### config.mk
export PLATFORM = sky130hd
export DESIGN_NAME = dbus_router_flat
export DESIGN_NICKNAME = d
export VERILOG_FILES = /design/src/rtl/dbus_router_if.sv /design/src/rtl/dbus_router.sv /design/src/flat_wrapper.sv
export SDC_FILE = /design/constraint.sdc
export NUM_CORES = 1
export LEC_CHECK = 0
export CAP_MARGIN = 20
export CORE_MARGIN = 10
export CORE_UTILIZATION = 25
export DETAILED_ROUTE_END_ITERATION = 12
export PLACE_DENSITY = 0.89
export SYNTH_ARGS = -nofsm -noshare
export SYNTH_HDL_FRONTEND = slang
export SYNTH_SLANG_ARGS = --single-unit
### constraint.sdc
create_clock -name clk -period 5.2 [get_ports clk]
set_clock_uncertainty 0.05 [all_clocks]
set_input_delay 1.3 -clock clk [delete_from_list [all_inputs] [get_ports clk]]
set_output_delay 1.3 -clock clk [all_outputs]
set_load 0.02 [all_outputs]
### src/rtl/dbus_router_if.sv
// Host-side and slave-side signal bundle around dbus_router; the router uses the
// slave modport, the LSU/slave environment uses the master modport.
interface dbus_router_if #(
    parameter int NumSlaves = 3
);
    logic                    h_req_i;
    logic                    h_we_i;
    logic [3:0]              h_be_i;
    logic [31:0]             h_addr_i;
    logic [31:0]             h_wdata_i;
    logic                    h_gnt_o;
    logic                    h_rvalid_o;
    logic [31:0]             h_rdata_o;
    logic                    h_err_o;
    logic [NumSlaves-1:0]    s_req_o;
    logic                    s_we_o;
    logic [3:0]              s_be_o;
    logic [31:0]             s_addr_o;
    logic [31:0]             s_wdata_o;
    logic [NumSlaves-1:0]    s_gnt_i;
    logic [NumSlaves-1:0]    s_rvalid_i;
    logic [NumSlaves*32-1:0] s_rdata_i;

    modport slave (
        input  h_req_i, h_we_i, h_be_i, h_addr_i, h_wdata_i,
        output h_gnt_o, h_rvalid_o, h_rdata_o, h_err_o,
        output s_req_o, s_we_o, s_be_o, s_addr_o, s_wdata_o,
        input  s_gnt_i, s_rvalid_i, s_rdata_i
    );

    modport master (
        output h_req_i, h_we_i, h_be_i, h_addr_i, h_wdata_i,
        input  h_gnt_o, h_rvalid_o, h_rdata_o, h_err_o,
        input  s_req_o, s_we_o, s_be_o, s_addr_o, s_wdata_o,
        output s_gnt_i, s_rvalid_i, s_rdata_i
    );
endinterface

### src/rtl/dbus_router.sv
// Data-side interconnect: base/mask decode to NumSlaves targets plus an internal error target,
// in-order response FIFO. Optional protocol checker enabled by DBUS_ROUTER_PROT_CHECK_EN.
module dbus_router #(
    parameter int                      NumSlaves      = 3,
    parameter int                      MaxOutstanding = 2,
    parameter logic [NumSlaves*32-1:0] SlaveBase      = {32'h0010_0000, 32'h0000_0000, 32'h2000_0000},
    parameter logic [NumSlaves*32-1:0] SlaveMask      = {32'h000F_FFFF, 32'h000F_FFFF, 32'h0FFF_FFFF}
) (
    input  logic         clk,
    input  logic         rst_n,
    dbus_router_if.slave bus,
    output logic         prot_err_o
);
    localparam int SelW = $clog2(NumSlaves + 1);
    localparam int PtrW = (MaxOutstanding > 1) ? $clog2(MaxOutstanding) : 1;
    localparam int CntW = $clog2(MaxOutstanding + 1);
    localparam logic [SelW-1:0] ErrSel = SelW'(NumSlaves);

    logic [NumSlaves-1:0] hit;
    logic [31:0]          slave_rdata [NumSlaves];
    logic [SelW-1:0]      sel;
    logic [31:0]          sel_mask;
    logic                 sel_gnt;

    logic [SelW-1:0]      fifo_q [MaxOutstanding];
    logic [PtrW-1:0]      wr_ptr_q, wr_ptr_d;
    logic [PtrW-1:0]      rd_ptr_q, rd_ptr_d;
    logic [CntW-1:0]      count_q, count_d;
    logic [SelW-1:0]      head;
    logic                 empty;
    logic                 full;
    logic                 push;
    logic                 pop;

    logic                 rsp_valid;
    logic [31:0]          rsp_data;
    logic                 rsp_err;

    for (genvar gi = 0; gi < NumSlaves; gi++) begin : g_slave
        assign hit[gi]         = (bus.h_addr_i & ~SlaveMask[gi*32 +: 32]) == SlaveBase[gi*32 +: 32];
        assign slave_rdata[gi] = bus.s_rdata_i[gi*32 +: 32];
    end

    // Scan from the top so the lowest-index hit is the one left standing.
    always_comb begin
        sel      = ErrSel;
        sel_mask = '0;
        sel_gnt  = 1'b1;
        for (int k = NumSlaves - 1; k >= 0; k--) begin
            if (hit[k]) begin
                sel      = SelW'(k);
                sel_mask = SlaveMask[k*32 +: 32];
                sel_gnt  = bus.s_gnt_i[k];
            end
        end
    end

    assign empty = (count_q == '0);
    assign full  = (count_q == CntW'(MaxOutstanding));

    for (genvar gi = 0; gi < NumSlaves; gi++) begin : g_req
        assign bus.s_req_o[gi] = rst_n & bus.h_req_i & ~full & (sel == SelW'(gi));
    end

    assign bus.s_we_o    = bus.h_we_i;
    assign bus.s_be_o    = bus.h_be_i;
    assign bus.s_wdata_o = bus.h_wdata_i;
    assign bus.s_addr_o  = bus.h_addr_i & sel_mask;
    assign bus.h_gnt_o   = rst_n & ~full & sel_gnt;

    assign push = bus.h_req_i & bus.h_gnt_o;
    assign head = fifo_q[rd_ptr_q];

    // Only the head entry may answer; the error target answers as soon as it reaches the head.
    always_comb begin
        rsp_valid = 1'b0;
        rsp_data  = '0;
        rsp_err   = 1'b0;
        if (!empty) begin
            if (head == ErrSel) begin
                rsp_valid = 1'b1;
                rsp_err   = 1'b1;
            end else begin
                for (int k = 0; k < NumSlaves; k++) begin
                    if (head == SelW'(k)) begin
                        rsp_valid = bus.s_rvalid_i[k];
                        rsp_data  = slave_rdata[k];
                    end
                end
            end
        end
    end

    assign bus.h_rvalid_o = rst_n & rsp_valid;
    assign bus.h_rdata_o  = rsp_data;
    assign bus.h_err_o    = rst_n & rsp_err;
    assign pop            = bus.h_rvalid_o;

    function automatic logic [PtrW-1:0] ptr_inc(input logic [PtrW-1:0] p);
        if (p == PtrW'(MaxOutstanding - 1)) begin
            return '0;
        end
        return p + PtrW'(1);
    endfunction

    always_comb begin
        wr_ptr_d = wr_ptr_q;
        rd_ptr_d = rd_ptr_q;
        count_d  = count_q;
        if (push) begin
            wr_ptr_d = ptr_inc(wr_ptr_q);
        end
        if (pop) begin
            rd_ptr_d = ptr_inc(rd_ptr_q);
        end
        case ({push, pop})
            2'b10:   count_d = count_q + CntW'(1);
            2'b01:   count_d = count_q - CntW'(1);
            default: count_d = count_q;
        endcase
    end

    always_ff @(posedge clk) begin
        if (!rst_n) begin
            wr_ptr_q <= '0;
            rd_ptr_q <= '0;
            count_q  <= '0;
        end else begin
            wr_ptr_q <= wr_ptr_d;
            rd_ptr_q <= rd_ptr_d;
            count_q  <= count_d;
        end
    end

    // Entry storage needs no reset: the count alone decides which entries are live.
    always_ff @(posedge clk) begin
        if (push) begin
            fifo_q[wr_ptr_q] <= sel;
        end
    end

`ifdef DBUS_ROUTER_PROT_CHECK_EN
    logic                 prot_err_q;
    logic                 prot_err_d;
    logic [NumSlaves-1:0] head_onehot;
    logic                 multi_rvalid;

    for (genvar gi = 0; gi < NumSlaves; gi++) begin : g_head
        assign head_onehot[gi] = ~empty & (head == SelW'(gi));
    end

    assign multi_rvalid = (bus.s_rvalid_i & (bus.s_rvalid_i - NumSlaves'(1))) != '0;
    assign prot_err_d   = prot_err_q
                        | (|(bus.s_rvalid_i & ~head_onehot))
                        | (|(bus.s_gnt_i & ~bus.s_req_o))
                        | multi_rvalid;

    always_ff @(posedge clk) begin
        if (!rst_n) begin
            prot_err_q <= 1'b0;
        end else begin
            prot_err_q <= prot_err_d;
        end
    end

    assign prot_err_o = prot_err_q;
`else
    assign prot_err_o = 1'b0;
`endif

endmodule
### src/flat_wrapper.sv
// flat-port wrapper written by rule: the top's interface ports become plain ports
module dbus_router_flat 
#(
    parameter int                      NumSlaves      = 3,
    parameter int                      MaxOutstanding = 2,
    parameter logic [NumSlaves*32-1:0] SlaveBase      = {32'h0010_0000, 32'h0000_0000, 32'h2000_0000},
    parameter logic [NumSlaves*32-1:0] SlaveMask      = {32'h000F_FFFF, 32'h000F_FFFF, 32'h0FFF_FFFF}
)
  (clk, rst_n, prot_err_o, bus_h_req_i, bus_h_we_i, bus_h_be_i, bus_h_addr_i, bus_h_wdata_i, bus_h_gnt_o, bus_h_rvalid_o, bus_h_rdata_o, bus_h_err_o, bus_s_req_o, bus_s_we_o, bus_s_be_o, bus_s_addr_o, bus_s_wdata_o, bus_s_gnt_i, bus_s_rvalid_i, bus_s_rdata_i);
  dbus_router_if #(.NumSlaves(NumSlaves)) bus_i ();
  input  logic clk;
  input  logic rst_n;
  output logic prot_err_o;
  input wire logic [$bits(bus_i.h_req_i)-1:0] bus_h_req_i;
  input wire logic [$bits(bus_i.h_we_i)-1:0] bus_h_we_i;
  input wire logic [$bits(bus_i.h_be_i)-1:0] bus_h_be_i;
  input wire logic [$bits(bus_i.h_addr_i)-1:0] bus_h_addr_i;
  input wire logic [$bits(bus_i.h_wdata_i)-1:0] bus_h_wdata_i;
  output wire logic [$bits(bus_i.h_gnt_o)-1:0] bus_h_gnt_o;
  output wire logic [$bits(bus_i.h_rvalid_o)-1:0] bus_h_rvalid_o;
  output wire logic [$bits(bus_i.h_rdata_o)-1:0] bus_h_rdata_o;
  output wire logic [$bits(bus_i.h_err_o)-1:0] bus_h_err_o;
  output wire logic [$bits(bus_i.s_req_o)-1:0] bus_s_req_o;
  output wire logic [$bits(bus_i.s_we_o)-1:0] bus_s_we_o;
  output wire logic [$bits(bus_i.s_be_o)-1:0] bus_s_be_o;
  output wire logic [$bits(bus_i.s_addr_o)-1:0] bus_s_addr_o;
  output wire logic [$bits(bus_i.s_wdata_o)-1:0] bus_s_wdata_o;
  input wire logic [$bits(bus_i.s_gnt_i)-1:0] bus_s_gnt_i;
  input wire logic [$bits(bus_i.s_rvalid_i)-1:0] bus_s_rvalid_i;
  input wire logic [$bits(bus_i.s_rdata_i)-1:0] bus_s_rdata_i;
  assign bus_i.h_req_i = bus_h_req_i;
  assign bus_i.h_we_i = bus_h_we_i;
  assign bus_i.h_be_i = bus_h_be_i;
  assign bus_i.h_addr_i = bus_h_addr_i;
  assign bus_i.h_wdata_i = bus_h_wdata_i;
  assign bus_h_gnt_o = bus_i.h_gnt_o;
  assign bus_h_rvalid_o = bus_i.h_rvalid_o;
  assign bus_h_rdata_o = bus_i.h_rdata_o;
  assign bus_h_err_o = bus_i.h_err_o;
  assign bus_s_req_o = bus_i.s_req_o;
  assign bus_s_we_o = bus_i.s_we_o;
  assign bus_s_be_o = bus_i.s_be_o;
  assign bus_s_addr_o = bus_i.s_addr_o;
  assign bus_s_wdata_o = bus_i.s_wdata_o;
  assign bus_i.s_gnt_i = bus_s_gnt_i;
  assign bus_i.s_rvalid_i = bus_s_rvalid_i;
  assign bus_i.s_rdata_i = bus_s_rdata_i;
  dbus_router #(.NumSlaves(NumSlaves), .MaxOutstanding(MaxOutstanding), .SlaveBase(SlaveBase), .SlaveMask(SlaveMask)) u_core (.clk(clk), .rst_n(rst_n), .bus(bus_i), .prot_err_o(prot_err_o));
endmodule
Word level (Yosys, flattened, before mapping)
Memory sizes are Yosys's and may differ from the RTL's. A register that Yosys moved wholly into a read port is not among the register bits.
Index checks and enable logic that the tools add are counted.
{"block": "word_totals", "ram_bits": 4, "output_inout_bits": 108, "regBits": 4, "inputBits": 174, "mem_count": 1, "word_cells": 69, "latch_bits": 0, "romBits": 0}
{"memory": "u_core.fifo_q", "words": 2, "width": 2, "read_ports": 1, "rd_ports_with_merged_regs": 1, "write_ports": 1, "line": "dbus_router.sv:25", "source": "logic [SelW-1:0] fifo_q [MaxOutstanding];"}
{"block": "classes", "muxes": 34, "n_shift": 0, "n_addsub": 4, "reduce_logical": 5, "eq_ne": 10, "bitwise_logic": 12, "div_mod_pow": 0, "n_lt_le_gt_ge": 0, "multipliers": 0}
{"operator": "$mux 32", "n": 7}
{"operator": "$and 32x32->32", "n": 1}
{"operator": "$logic_not 32->1", "n": 1}
{"operator": "$mux 1", "n": 23}
{"operator": "$mux 20", "n": 1}
{"operator": "$eq 12x1->1 const B", "n": 1}
{"operator": "$and 1x1->1", "n": 10}
{"operator": "$eq 2x2->1 const B", "n": 5}
{"operator": "$eq 2x1->1 const B", "n": 3}
{"operator": "$logic_not 2->1", "n": 3}
{"operator": "$eq 4x2->1 const B", "n": 1}
{"operator": "$mux 2", "n": 2}
{"operator": "$pmux 2 s2", "n": 1}
{"operator": "$add 1x1->1 const B", "n": 2}
{"operator": "$add 2x1->2 const B", "n": 1}
{"operator": "$reduce_bool 2->1", "n": 1}
{"operator": "$sub 2x1->2 const B", "n": 1}
{"operator": "$not 1->1", "n": 1}

Logic depth before layout (Yosys ltp)
Gate-level depths: netlist (run 1).
{"block": "depth", "depth_word": 11, "mapped_depth": 10, "depth_no_buf": 8}

Worst setup path after synthesis (run 1)
Ideal clock, no wire load.
{"block": "synth_path", "path_type": "input to output", "start": "in bus_h_addr_i[21]", "end": "out bus_s_req_o[1]", "path_slack_ns": 1.301, "n_path_buf": 0, "required_ns": 3.850, "arrival_ns": 2.549, "path_stages": 4, "cell_sequence": "nor4_1 and2_1 nand2_1 nor4_1"}
{"block": "synth_via", "elab_chain_len": 6, "elab_cells_between_ends": 7, "classes_between": "eq/ne (2); mux (3); bitwise (1); reduce/logical (1)"}
{"item": "start: declaration", "line": "flat_wrapper.sv:17", "source": "input wire logic [$bits(bus_i.h_addr_i)-1:0] bus_h_addr_i;"}
{"item": "$eq 12x1->1", "line": "dbus_router.sv:40", "source": "assign hit[gi] = (bus.h_addr_i & ~SlaveMask[gi*32 +: 32]) == SlaveBase[gi*32 +: 32];"}
{"item": "$mux 1", "line": "dbus_router.sv:50", "source": "if (hit[k]) begin"}
{"item": "$mux 2 * (2 in a row)", "line": "dbus_router.sv:50"}
{"item": "$eq 2x1->1 *", "line": "dbus_router.sv:62", "source": "assign bus.s_req_o[gi] = rst_n & bus.h_req_i & ~full & (sel == SelW'(gi));"}
{"item": "$and 1x1->1 *", "line": "dbus_router.sv:62"}
{"item": "end: declaration", "line": "flat_wrapper.sv:23", "source": "output wire logic [$bits(bus_i.s_req_o)-1:0] bus_s_req_o;"}
Every way passes the cells marked *; elsewhere a longest branch is shown, timed or not.

Worst setup path in the final report (run 1)
{"block": "layout_path", "start": "in bus_h_addr_i[27]", "end": "out bus_s_addr_o[17]"}
{"block": "layout_via", "elab_chain_len": 5, "elab_cells_between_ends": 6, "classes_between": "eq/ne (1); mux (3); bitwise (1); reduce/logical (1)"}
{"item": "$eq 12x1->1", "line": "dbus_router.sv:40"}
{"item": "$mux 20", "line": "dbus_router.sv:50"}
{"item": "$mux 32 * (2 in a row)", "line": "dbus_router.sv:50"}
{"item": "$and 32x32->32 *", "line": "dbus_router.sv:68", "source": "assign bus.s_addr_o = bus.h_addr_i & sel_mask;"}
{"item": "end: declaration", "line": "flat_wrapper.sv:26", "source": "output wire logic [$bits(bus_i.s_addr_o)-1:0] bus_s_addr_o;"}
Marks and branches as above.

==> out/metrics.csv, run 1 <==
metric;value;unit
status;finished, final reports clean;
# DRC;0;
commonest non-fill, non-tap cell in the layout;clkdlybuf4s50_1;
final period utilization;94.59;%
Synth cell types;41;
Syn Inst Count;252;
startpoint types;input port;
CP required;3850;ps
Fmax achieved;0.2033;GHz
largest net degree at the start of global routing;38;
crit end category;primary output;
total power;726.8;uW
top post-synthesis cells by area;mux2i_1, buf_4, a2bb2oi_1;
CP arrival;3570;ps
worst slew pin tran;764.4;ps
P&R area growth vs syn;90.77;%
Die Area;11870;um^2
Max Cap Viol;0;
sequential element share of the synthesized area;11.13;%
CP Max Fanout;20;
Mean Syn Cell Area;7.850;um^2
Core Box Area;7727;um^2
initial antenna violation count;0;
Pwr Density;192.6;nW/um^2
mapped cell area;1978;um^2
post-route ant nets;0;
crit-path max cell delay;630;ps
Sink Count;9;
CP cell instances;clkdlybuf4s50_1, nor4_1, and2_1, o21a_2, and2_1, clkdlybuf4s50_1;
CTS Hold Bufs;0;
Crit Path Class;in2out;
commonest non-fill, non-tap cells in the layout;clkdlybuf4s50_1, nor2_1, mux2i_1;
CTS tree;done;
Detailed Route WL;11.10;mm
Vert. Die Dim;109.0;um
Ports;282;
Main synth FF type;dfxtp_1;
#FFs+latches synth;9;
endpoints failing setup;0;
first-pass GRT wire length;15.50;mm
min cycle time layout;4919;ps
vias;2482;
TritonCTS Buffers;3;
RSZ-0062 raised after global routing;false;
FF-to-FF setup slack;2140;ps
total track usage;16.94;%
grt ovf;0;
Worst path slowest cell;clkdlybuf4s50_1;
DR WL/cell;21.85;um
Clock transition at path regs;40;ps
RePlAce Congestion;0.9056;
Max Buffers Root-to-Sink;2;
Post-synth EDFFs;4;
post-synth top area share;17.20;%
Syn. warnings;0;
Peak VDD IR;165.9;uV
setup bufs post-CTS;0;
placed standard-cell area;3727;um^2
setup TNS;0;ps
initial drt markers;71;
chip width;109.0;um
Slew HR;47.95;%
vias per cell;4.886;
Initial Utilization;25.60;%
Async SR Flop Fraction;0;%
Fillers;698;
max-slew violations;0;
LEAKAGE;1.408;nW
input/output buffers;202;
Clk Latency, worst-skew pair;240;ps
share of cells above drive strength 1;3.448;%
FP Rows;32;
Inserted Diodes;0;
DR pass1 iterations;4;
Hold Path Class;reg2reg;
placed wire-length estimate;9.680;mm
area leader, netlist;mux2i_1;
vias in the first global route;2698;
H-tree depth;1;
Nets;582;
CTS root buffer;clkbuf_8;
Hold Vio Cnt, Final;0;
cell area after layout;3774;um^2
-- where the power goes --
group | switching [mW] | internal [mW] | total, mW
logic | 0.251 | 0.289 | 0.539
registers | 0.0185 | 0.0869 | 0.105
clock network | 0.0284 | 0.0535 | 0.0818
total | 0.298 | 0.429 | 0.727
-- cells in the mapped netlist (2+ instances only) --
cell	count
clkbuf_1	10
o21ai_0	4
nand2_1	3
nor4_1	4
buf_6	4
mux2i_1	34
buf_12	3
buf_2	2
a2bb2oi_1	32
and3_1	8
nand3_1	2
a31oi_1	2
nor3b_1	2
buf_4	42
xnor2_1	2
inv_1	5
edfxtp_1	4
o311ai_1	2
dfxtp_1	5
nor3_1	2
and2_1	23
nor2_1	38
-- path summary, 6_finish.rpt --
path,from,end,cells after the start
setup / recovery,bus_h_addr_i[27],bus_s_addr_o[17],6
hold / removal,u_core.wr_ptr_q,u_core.wr_ptr_q,2
hold reg to reg,u_core.wr_ptr_q,u_core.wr_ptr_q,2
setup reg to reg,register,u_core.count_q[1],8
-- routing by layer --
metal	global-route usage, %	share of wire, %
met1	13.45	31
met2	33.59	53
met3	9.204	14
met4	6.121	2.6
met5	0	0
-- metrics by stage --
stage / hold slack (ps) / instances / worst slack [ps] / util (%)
2_1_floorplan: 400.2 / 256 / 1301 / -
3_3_place_gp: 409.7 / 504 / 220.0 / 48.24
3_5_place_dp: 457.1 / 504 / 120.4 / 48.24
4_1_cts: 467.4 / 508 / 111.1 / 48.82
5_1_grt: 483.5 / 508 / 152.8 / 48.83
6_report: 471.4 / 508 / 281.5 / 48.83
-- worst max-delay path, delay by kind of cell --
family | cells | cell delay [ps]
buffers and inverters | 2 | 1050
AND/OR/NAND/NOR | 3 | 910
AO/OA/AOI/OAI | 1 | 300
-- cell type report --
class	count	area (um^2)	area share (%)
Timing Repair Buffer	207	2072	54.91
Multi-Input combinational cell	181	1290	34.18
Inverter	5	18.77	0.4973
Tap cell	102	127.6	3.382
Clock buffer	4	45.04	1.194
Sequential cell	9	220.2	5.836
-- cell families (layout without fill, tap and decap cells) --
family,count (synthesis),in the layout,share of synthesized area [%]
buf+inv,66,216,24.60
xor+xnor,2,2,0.8857
other cells,1,5,0.1896
compound gates,48,48,19.99
fa+ha+maj,1,1,0.6324
simple gates,88,88,22.90
flops,9,9,11.13
mux,37,37,19.67
-- what timing repair did --
| item | CTS | global route |
|---|---|---|
| resized for setup | 0 | 1 |
| endpoints found under the hold margin | 0 | 0 |
| endpoints found under the setup margin | 0 | 12 |
Note: power is estimated with default switching activity, not from simulation.
==> run 2, diff against run 1 <==
--- a/config.mk
+++ b/config.mk
@@ -10,6 +10,7 @@
 export CORE_UTILIZATION = 25
 export DETAILED_ROUTE_END_ITERATION = 12
 export PLACE_DENSITY = 0.89
+export SLEW_MARGIN = 20
 export SYNTH_ARGS = -nofsm -noshare
 export SYNTH_HDL_FRONTEND = slang
 export SYNTH_SLANG_ARGS = --single-unit
==> results of run 2 <==
Final layout, timing and power as in run 1 (identical DEF).
==> run 3, diff against run 2 <==
--- a/config.mk
+++ b/config.mk
@@ -5,12 +5,13 @@
 export SDC_FILE = /design/constraint.sdc
 export NUM_CORES = 1
 export LEC_CHECK = 0
+export ABC_CLOCK_PERIOD_IN_PS = 5200
 export CAP_MARGIN = 20
 export CORE_MARGIN = 10
 export CORE_UTILIZATION = 25
 export DETAILED_ROUTE_END_ITERATION = 12
 export PLACE_DENSITY = 0.89
-export SLEW_MARGIN = 20
+export SKIP_CTS_REPAIR_TIMING = 1
 export SYNTH_ARGS = -nofsm -noshare
 export SYNTH_HDL_FRONTEND = slang
 export SYNTH_SLANG_ARGS = --single-unit
==> results of run 3 <==
Final layout, timing and power as in run 1 (identical DEF).
